## config.mk

```make
export PLATFORM = sky130hd
export DESIGN_NAME = regwb_arbiter
export DESIGN_NICKNAME = d
export VERILOG_FILES = /design/src/rtl/regwb_pkg.sv /design/src/rtl/regwb_slot.sv /design/src/rtl/regwb_arbiter.sv
export SDC_FILE = /design/constraint.sdc
export NUM_CORES = 1
export LEC_CHECK = 0
export ABC_AREA = 1
export BUFFER_PORTS_ARGS = -buffer_cell sky130_fd_sc_hd__clkbuf_2
export CORE_AREA = 8 8 163 119
export DETAILED_ROUTE_END_ITERATION = 8
export DIE_AREA = 0 0 171 127
export PLACE_DENSITY = 0.64
export SLEW_MARGIN = 20
export SYNTH_ARGS = -nofsm -noshare
export SYNTH_HDL_FRONTEND = slang
export SYNTH_SLANG_ARGS = --single-unit
```

## constraint.sdc

```tcl
create_clock -name clk -period 3.25 [get_ports clk]
set_clock_uncertainty 0.15 [all_clocks]
set_input_delay 0.65 -clock clk [delete_from_list [all_inputs] [get_ports clk]]
set_output_delay 0.65 -clock clk [all_outputs]
set_load 0.005 [all_outputs]
```

## src/rtl/regwb_pkg.sv

```systemverilog
// Shared widths, source identifiers and the holding-slot record for the writeback arbiter.
// Latency: none (definitions only).
// Backpressure: none (definitions only).
package regwb_pkg;
  localparam int DATA_W = 32;
  localparam int ADDR_W = 5;

  localparam logic SRC_ALU = 1'b0;
  localparam logic SRC_MEM = 1'b1;

  // age = 1 marks the slot holding the older of two pending writes
  typedef struct packed {
    logic              valid;
    logic              age;
    logic [ADDR_W-1:0] addr;
    logic [DATA_W-1:0] data;
  } slot_t;
endpackage

```

## src/rtl/regwb_slot.sv

```systemverilog
// One-entry holding register for a single writeback source, with valid and age bits.
// Latency: a load is visible on slot at the next clk edge.
// Backpressure: rdy = empty or draining this cycle; never depends on the request.
module regwb_slot
  import regwb_pkg::*;
(
  input  logic              clk,
  input  logic              reset,
  input  logic              load,
  input  logic              ageIn,
  input  logic [ADDR_W-1:0] loadAddr,
  input  logic [DATA_W-1:0] loadData,
  input  logic              issue,
  output slot_t             slot,
  output logic              rdy
);

  assign rdy = !slot.valid | issue;

  // Load wins over drain; an entry that survives a cycle unissued has become the older one
  always_ff @(posedge clk or negedge reset) begin
    if (!reset) begin
      slot <= '0;
    end else if (load) begin
      slot <= '{valid: 1'b1, age: ageIn, addr: loadAddr, data: loadData};
    end else begin
      slot.valid <= slot.valid & !issue;
      slot.age   <= slot.valid & !issue;
    end
  end

endmodule

```

## src/rtl/regwb_arbiter.sv

```systemverilog
// Merges ALU and load writebacks onto the single register-file write port.
// Latency: accept at edge N, regWriteEn high after edge N+1 when uncontended.
// Backpressure: per-source rdy drops only while that source's slot is full and not selected.
module regwb_arbiter #(
  parameter int DATA_W = regwb_pkg::DATA_W,
  parameter int ADDR_W = regwb_pkg::ADDR_W
) (
  input  logic              clk,
  input  logic              reset,
  input  logic              alu_req,
  input  logic [ADDR_W-1:0] alu_addr,
  input  logic [DATA_W-1:0] alu_data,
  output logic              alu_rdy,
  input  logic              mem_req,
  input  logic [ADDR_W-1:0] mem_addr,
  input  logic [DATA_W-1:0] mem_data,
  output logic              mem_rdy,
  output logic              regWriteEn,
  output logic [ADDR_W-1:0] regWriteAddr,
  output logic [DATA_W-1:0] regWriteData,
  input  logic [ADDR_W-1:0] q_addr,
  output logic              q_hit
);
  import regwb_pkg::*;

  slot_t aluSlot, memSlot;
  logic  aluLoad, memLoad, aluIssue, memIssue, aluStay, memStay;
  logic  aluAgeIn, memAgeIn, bothValid, anyValid, selSrc, pickBoth, rrPtr;

  // Writes to r0 are consumed at the handshake but never occupy a slot
  assign aluLoad = alu_req & alu_rdy & (alu_addr != '0);
  assign memLoad = mem_req & mem_rdy & (mem_addr != '0);

  assign aluStay = aluSlot.valid & !aluIssue;
  assign memStay = memSlot.valid & !memIssue;

  // A new entry is younger than one left behind; same-cycle loads make ALU the older
  assign aluAgeIn = !memStay;
  assign memAgeIn = !aluStay & !aluLoad;

  regwb_slot uAluSlot (
    .clk(clk), .reset(reset), .load(aluLoad), .ageIn(aluAgeIn),
    .loadAddr(alu_addr), .loadData(alu_data), .issue(aluIssue),
    .slot(aluSlot), .rdy(alu_rdy)
  );

  regwb_slot uMemSlot (
    .clk(clk), .reset(reset), .load(memLoad), .ageIn(memAgeIn),
    .loadAddr(mem_addr), .loadData(mem_data), .issue(memIssue),
    .slot(memSlot), .rdy(mem_rdy)
  );

  assign bothValid = aluSlot.valid & memSlot.valid;
  assign anyValid  = aluSlot.valid | memSlot.valid;

  // Same destination pending twice: the older must go first so the younger value lands last
  assign pickBoth = ((aluSlot.addr == memSlot.addr) && (aluSlot.age != memSlot.age))
                    ? (aluSlot.age ? SRC_ALU : SRC_MEM) : rrPtr;

  // Choose the source to issue this cycle
  always_comb begin
    selSrc = SRC_ALU;
    if (bothValid)          selSrc = pickBoth;
    else if (memSlot.valid) selSrc = SRC_MEM;
  end

  assign aluIssue = aluSlot.valid & (selSrc == SRC_ALU);
  assign memIssue = memSlot.valid & (selSrc == SRC_MEM);

  // Round-robin pointer moves only on a contended pick, toward the loser
  always_ff @(posedge clk or negedge reset) begin
    if (!reset)         rrPtr <= SRC_ALU;
    else if (bothValid) rrPtr <= (selSrc == SRC_ALU) ? SRC_MEM : SRC_ALU;
  end

  // Registered write port; address/data hold their last value while idle
  always_ff @(posedge clk or negedge reset) begin
    if (!reset) begin
      regWriteEn   <= 1'b0;
      regWriteAddr <= '0;
      regWriteData <= '0;
    end else begin
      regWriteEn <= anyValid;
      if (anyValid) begin
        regWriteAddr <= (selSrc == SRC_MEM) ? memSlot.addr : aluSlot.addr;
        regWriteData <= (selSrc == SRC_MEM) ? memSlot.data : aluSlot.data;
      end
    end
  end

  assign q_hit = (q_addr != '0) &
                 ((aluSlot.valid & (aluSlot.addr == q_addr)) |
                  (memSlot.valid & (memSlot.addr == q_addr)) |
                  (regWriteEn & (regWriteAddr == q_addr)));

endmodule

```

======== Yosys cells after proc, flatten, opt, wreduce, memory -nomap -nowiden ========
Cells that the tools add are included.
operators by class
  equality and inequality tests ........... 5
  muxes and demuxes ....................... 9
  bitwise logic cells ..................... 20
  reductions and logical operators ........ 11
operator list
  kind               number
  $mux 32            1
  $eq 5x5->1         4
  $reduce_bool 5->1  3
  $and 1x1->1        14
  $logic_not 1->1    7
  $mux 1             5
  $mux 5             1
  $or 1x1->1         5
  $mux 2             2
  $logic_and 1x1->1  1
  $ne 1x1->1         1
  $not 1->1          1
word-level totals
  bits in registers ....................... 117
  input port bits ......................... 83
  word-level logic and storage cells ...... 57

======== Longest topological paths before layout ========
  depth after elaboration ................. 12
  gate-level depth with buffers ........... 13
  mapped depth without buffers ............ 11

======== Cells and area by module ========
A second synthesis with hierarchy kept.
second synthesis, totals
  cell total of the unflattened synthesis .. 700
  area total of the unflattened synthesis .. 5405.2 sq um
by module, submodules not included
  module         times used  cells each  area each (sq um)  seq. area each (sq um)
  regwb_slot     2           165         1483.9             975.9
  regwb_arbiter  1           370         2437.3             975.9

======== Worst setup path after synthesis ========
Ideal clock, no wire load.
  path kind ............................... input to output
  from .................................... input q_addr[3]
  to ...................................... output q_hit
  data arrival time ....................... 1.254 ns
  path slack .............................. 1.196 ns
  stages .................................. 7
  path buffers ............................ 0
  cell sequence ........................... inv_1 o21ai_0 a211oi_1 nand3_1 nand3_1 nand2_1 inv_1
between the ends
  word-level cells in the longest chain between the ends .. 5
  elaborated cells on any way between the ends .. 10
  those cells by class .................... 3 x eq/ne; 6 x bitwise; 1 x reduce/logical
RTL lines
  what                            line                                      text
  start: declaration              regwb_arbiter.sv:21                       input logic [ADDR_W-1:0] q_addr,
  $eq 5x5->1 (on tied branches)   regwb_arbiter.sv:92, regwb_arbiter.sv:93
  $and 1x1->1 (on tied branches)  regwb_arbiter.sv:92, regwb_arbiter.sv:93
  $or 1x1->1                      regwb_arbiter.sv:92                       ((aluSlot.valid & (aluSlot.addr == q_addr)) |
  $or 1x1->1                      regwb_arbiter.sv:93                       (memSlot.valid & (memSlot.addr == q_addr)) |
  $and 1x1->1 *                   regwb_arbiter.sv:91                       assign q_hit = (q_addr != '0) &
  end: declaration                regwb_arbiter.sv:22                       output logic q_hit
Mark *: on every way between the ends. The rest lies on a longest branch, timed or not.

======== Final worst setup path ========
  from .................................... register uMemSlot.slot[35] in the netlist's numbering
  to ...................................... output mem_rdy
between the ends
  word-level cells in the longest chain between the ends .. 6
RTL lines
  what                      line                 text
  start: declaration        regwb_slot.sv:14     output slot_t slot,
  start signal: assignment  regwb_slot.sv:25     slot <= '{valid: 1'b1, age: ageIn, addr: loadAddr, data: loadData};
  $eq 5x5->1                regwb_arbiter.sv:57  assign pickBoth = ((aluSlot.addr == memSlot.addr) && (aluSlot.age != memSlot.age))
  $logic_and 1x1->1         regwb_arbiter.sv:57
  $mux 1                    regwb_arbiter.sv:58  ? (aluSlot.age ? SRC_ALU : SRC_MEM) : rrPtr;
  $mux 1                    regwb_arbiter.sv:63  if (bothValid) selSrc = pickBoth;
  $and 1x1->1               regwb_arbiter.sv:68  assign memIssue = memSlot.valid & (selSrc == SRC_MEM);
  $or 1x1->1                regwb_slot.sv:18     assign rdy = !slot.valid | issue;
  end: declaration          regwb_arbiter.sv:17  output logic mem_rdy,
Every way passes these cells.

==> run metrics <==
setup TNS=0 ns; adder-cell share of the synthesized area=0%; CP max stage delay=~0.46 ns; CTS tree=yes; r2r setup slk=around 0.70 ns; most common cell in the netlist=nand2_1; TritonCTS Sinks=roughly 120; Rows=40; crit path time final=~2.9 ns; Max IR drop VDD=0.335 mV; H-tree Lvls=4; CTS Buf Count=17; # setup viols final=0; die footprint=21700 um^2; Top-Level Pins=approximately 120; Via Count=5135; dpl cell area=6350 um^2; Buf+Inv Stages, Crit Path=2; ANT cells=0; DR vias/cell=approximately 4.9; Top delay family on crit path=simple AND/OR/NAND/NOR gates; critical path capture point type=primary output; Routed WL=about 17 mm; Syn Inst Count=700; Critical Path, Cell by Cell=inv_1, nand2_1, nand2_1, nor2_1, nand4_1, nand2_1, nand2_1, nand2_4, clkbuf_2; Worst setup SP type=flop; pwr dens=~830 nW/um^2; fin area=between 6000 and 7000 um^2; Post-route DRC=0; routed len/inst=around 16 um; Synth Area in XOR/XNOR=1.25%; ys flop type=dfrtp_1; Flop pwr share=around two fifths; post-cts sizing count=0; PortBufs=123; first-pass GRT wire length=around 28 mm; Pins Over Slew Limit=0; Post-synth EDFFs=0; global-route usage over all layers=around 16%; drt first pass iters=5; worst-skew pair later-pin latency=0.41 ns; Synth area leaders=dfrtp_1 52%, nand2_1 19%, nand4_1 8.4%; Clock Power Share=31.8%; Initial Util=33.3%; critical path class=reg -> out; leakage=3.83 nW; Max clock buf depth=2; # hold bufs at CTS=0; CP Depth=9; ratio of cells with drive above 1 in the final layout=21.0%; YS warnings=0; dpl hpwl=around 11 mm; NetSw=0.00201 W; initial antenna violation count=0; ys async rst share=100%; Compound-Gate Fraction of Synth Area=roughly 1.7%; cell-internal power=about 0.0037 W; CTS clk-pin slew, worst paths=roughly 0.06 ns; Max Freq=approximately 350 MHz; Hold Vio Cnt, Final=0; Max-cap violations=0; Mapped Nets=783; Simple-Gate Fraction of Synth Area=a little over a third; synthesis-to-layout area growth=23.5%; sequential fraction of the synthesis area=52.3%; top cell type's share of synthesized area=about 52%; largest family of logic cells by synthesized area=simple AND/OR/NAND/NOR gates; die width=171 um; Hold Crit Class=in -> async; RSZ-0062 raised after global routing=no; Yosys top cell by area=dfrtp_1; slowest stage cell on the critical path=dfrtp_1; mux share of post-synthesis cell area=0%; CTS root buffer=clkbuf_16; cell mode on critical path=nand2_1; Yosys reg bits=117; Worst R2R End=uMemSlot.slot[16]$_DFFE_PN0P_; Post-synth top cells=278 x nand2_1, 117 x dfrtp_1, 81 x nand3_1, 75 x nand4_1, 53 x inv_1; status=completed; pin count of the biggest net entering global routing=a little over 70; Final nets=slightly below 900; CP required=approximately 2.5 ns; sw frac=a little over a third; Yosys cell types=26; Antenna Nets Post-Route=0; die height=127 um; global route total overflow=0; area of the multi-input gates=2220 um^2; worst r2r src=uMemSlot.slot[35]$_DFFE_PN0P_; starting DRC count in detailed routing=roughly 400; Seq. cell area=between 2000 and 3000 um^2; Logic pwr share=around 28%; # fillers=1716; actual slew at the worst max-slew pin=0.944 ns; normalized max-slew margin=a little under two fifths; Core ar.=approximately 17000 um^2; critical path arrival=about 2.1 ns; syn avg cell area=roughly 8 um^2; period utilisation layout=89.0%; vias in the first global route=5185; GP Congestion=between 0.8 and 0.9; Worst Path Max Fanout=42; R2R depth=11; Netlist Area Pre-Place=about 5600 um^2; setup bufs post-CTS=0
==> power by group through the flow <==
| stage | Combinational [W] | Sequential, W | Clock, W |
|---|---|---|---|
| after floorplan | 0.00104 | 0.00224 | 0 |
| after global placement | 0.00157 | 0.00233 | 0 |
| after detailed placement | 0.00161 | 0.00233 | 0 |
| after CTS | 0.00161 | 0.00232 | 0.00185 |
| after global routing | 0.00183 | 0.00239 | 0.00191 |
| final | 0.00158 | 0.00232 | 0.00182 |
==> kinds of logic (layout without fill, tap and decap cells) <==
| family | count (synthesis) | after routing |
|---|---|---|
| compound gates | 15 | 15 |
| flops | 117 | 117 |
| buf+inv | 104 | 220 |
| simple gates | 456 | 456 |
| xor+xnor | 8 | 8 |
==> worst max path at each step <==
stage          slack, ns                       endpoint                           from
6_report            0.36                        mem_rdy  uMemSlot.slot[35]$_DFFE_PN0P_
5_1_grt              0.1                        mem_rdy  uAluSlot.slot[33]$_DFFE_PN0P_
4_1_cts             0.34                        mem_rdy  uMemSlot.slot[35]$_DFFE_PN0P_
3_5_place_dp        0.67  uAluSlot.slot[30]$_DFFE_PN0P_                    alu_addr[1]
3_3_place_gp        0.68  uAluSlot.slot[26]$_DFFE_PN0P_                    alu_addr[1]
2_1_floorplan       1.20                          q_hit                      q_addr[3]
==> cells in the final DEF, fill, tap and decap left out, drive strengths merged, types with 5 or more instances in the layout <==
cell type / Yosys / routed
buf: 26 / 10
clkbuf: 22 / 144
clkinv: 0 / 6
dfrtp: 117 / 117
inv: 56 / 56
nand2: 280 / 280
nand3: 84 / 84
nand4: 75 / 75
nor2: 11 / 11
o21ai: 5 / 5
==> metrics by stage <==
stage	hold slack (ns)	power, W	instances	utilization, %	worst slack, ns
finish	0.225	0.00573	1047	41.1	0.357
global route	0.319	0.00613	1047	41.1	0.0952
CTS	0.274	0.00578	1047	41.1	0.335
detailed placement	0.309	0.00394	1015	37.8	0.669
global placement	0.304	0.00390	1015	37.8	0.684
floorplan	0.204	0.00328	700	-	1.20
==> final cells by class <==
type,instances,share of cell area (%)
sequential,117,42.3
multi-input combinational,479,32.1
timing repair buffer,132,10.1
clock buffer,22,6.71
tap,231,4.18
inverter,56,3.04
clock inverter,10,1.52
==> registers in the layout, indices dropped and copies added (netlist names) <==
signal,cells
regWriteData,32
rrPtr,1
uMemSlot.slot,39
regWriteAddr,5
regWriteEn,1
uAluSlot.slot,39
==> layer usage <==
metal  wire length [um]  up-vias  share of wire (%)  GRT usage [%]
met1               8240     2449                 49           22.8
met2               7460      169                 44           24.1
li1                   -     2502                  -              -
met5                  0        -                  0              0
met3               1120       15                6.6           3.97
met4                146        0               0.86           4.54
(Power assumes the default switching activity.)
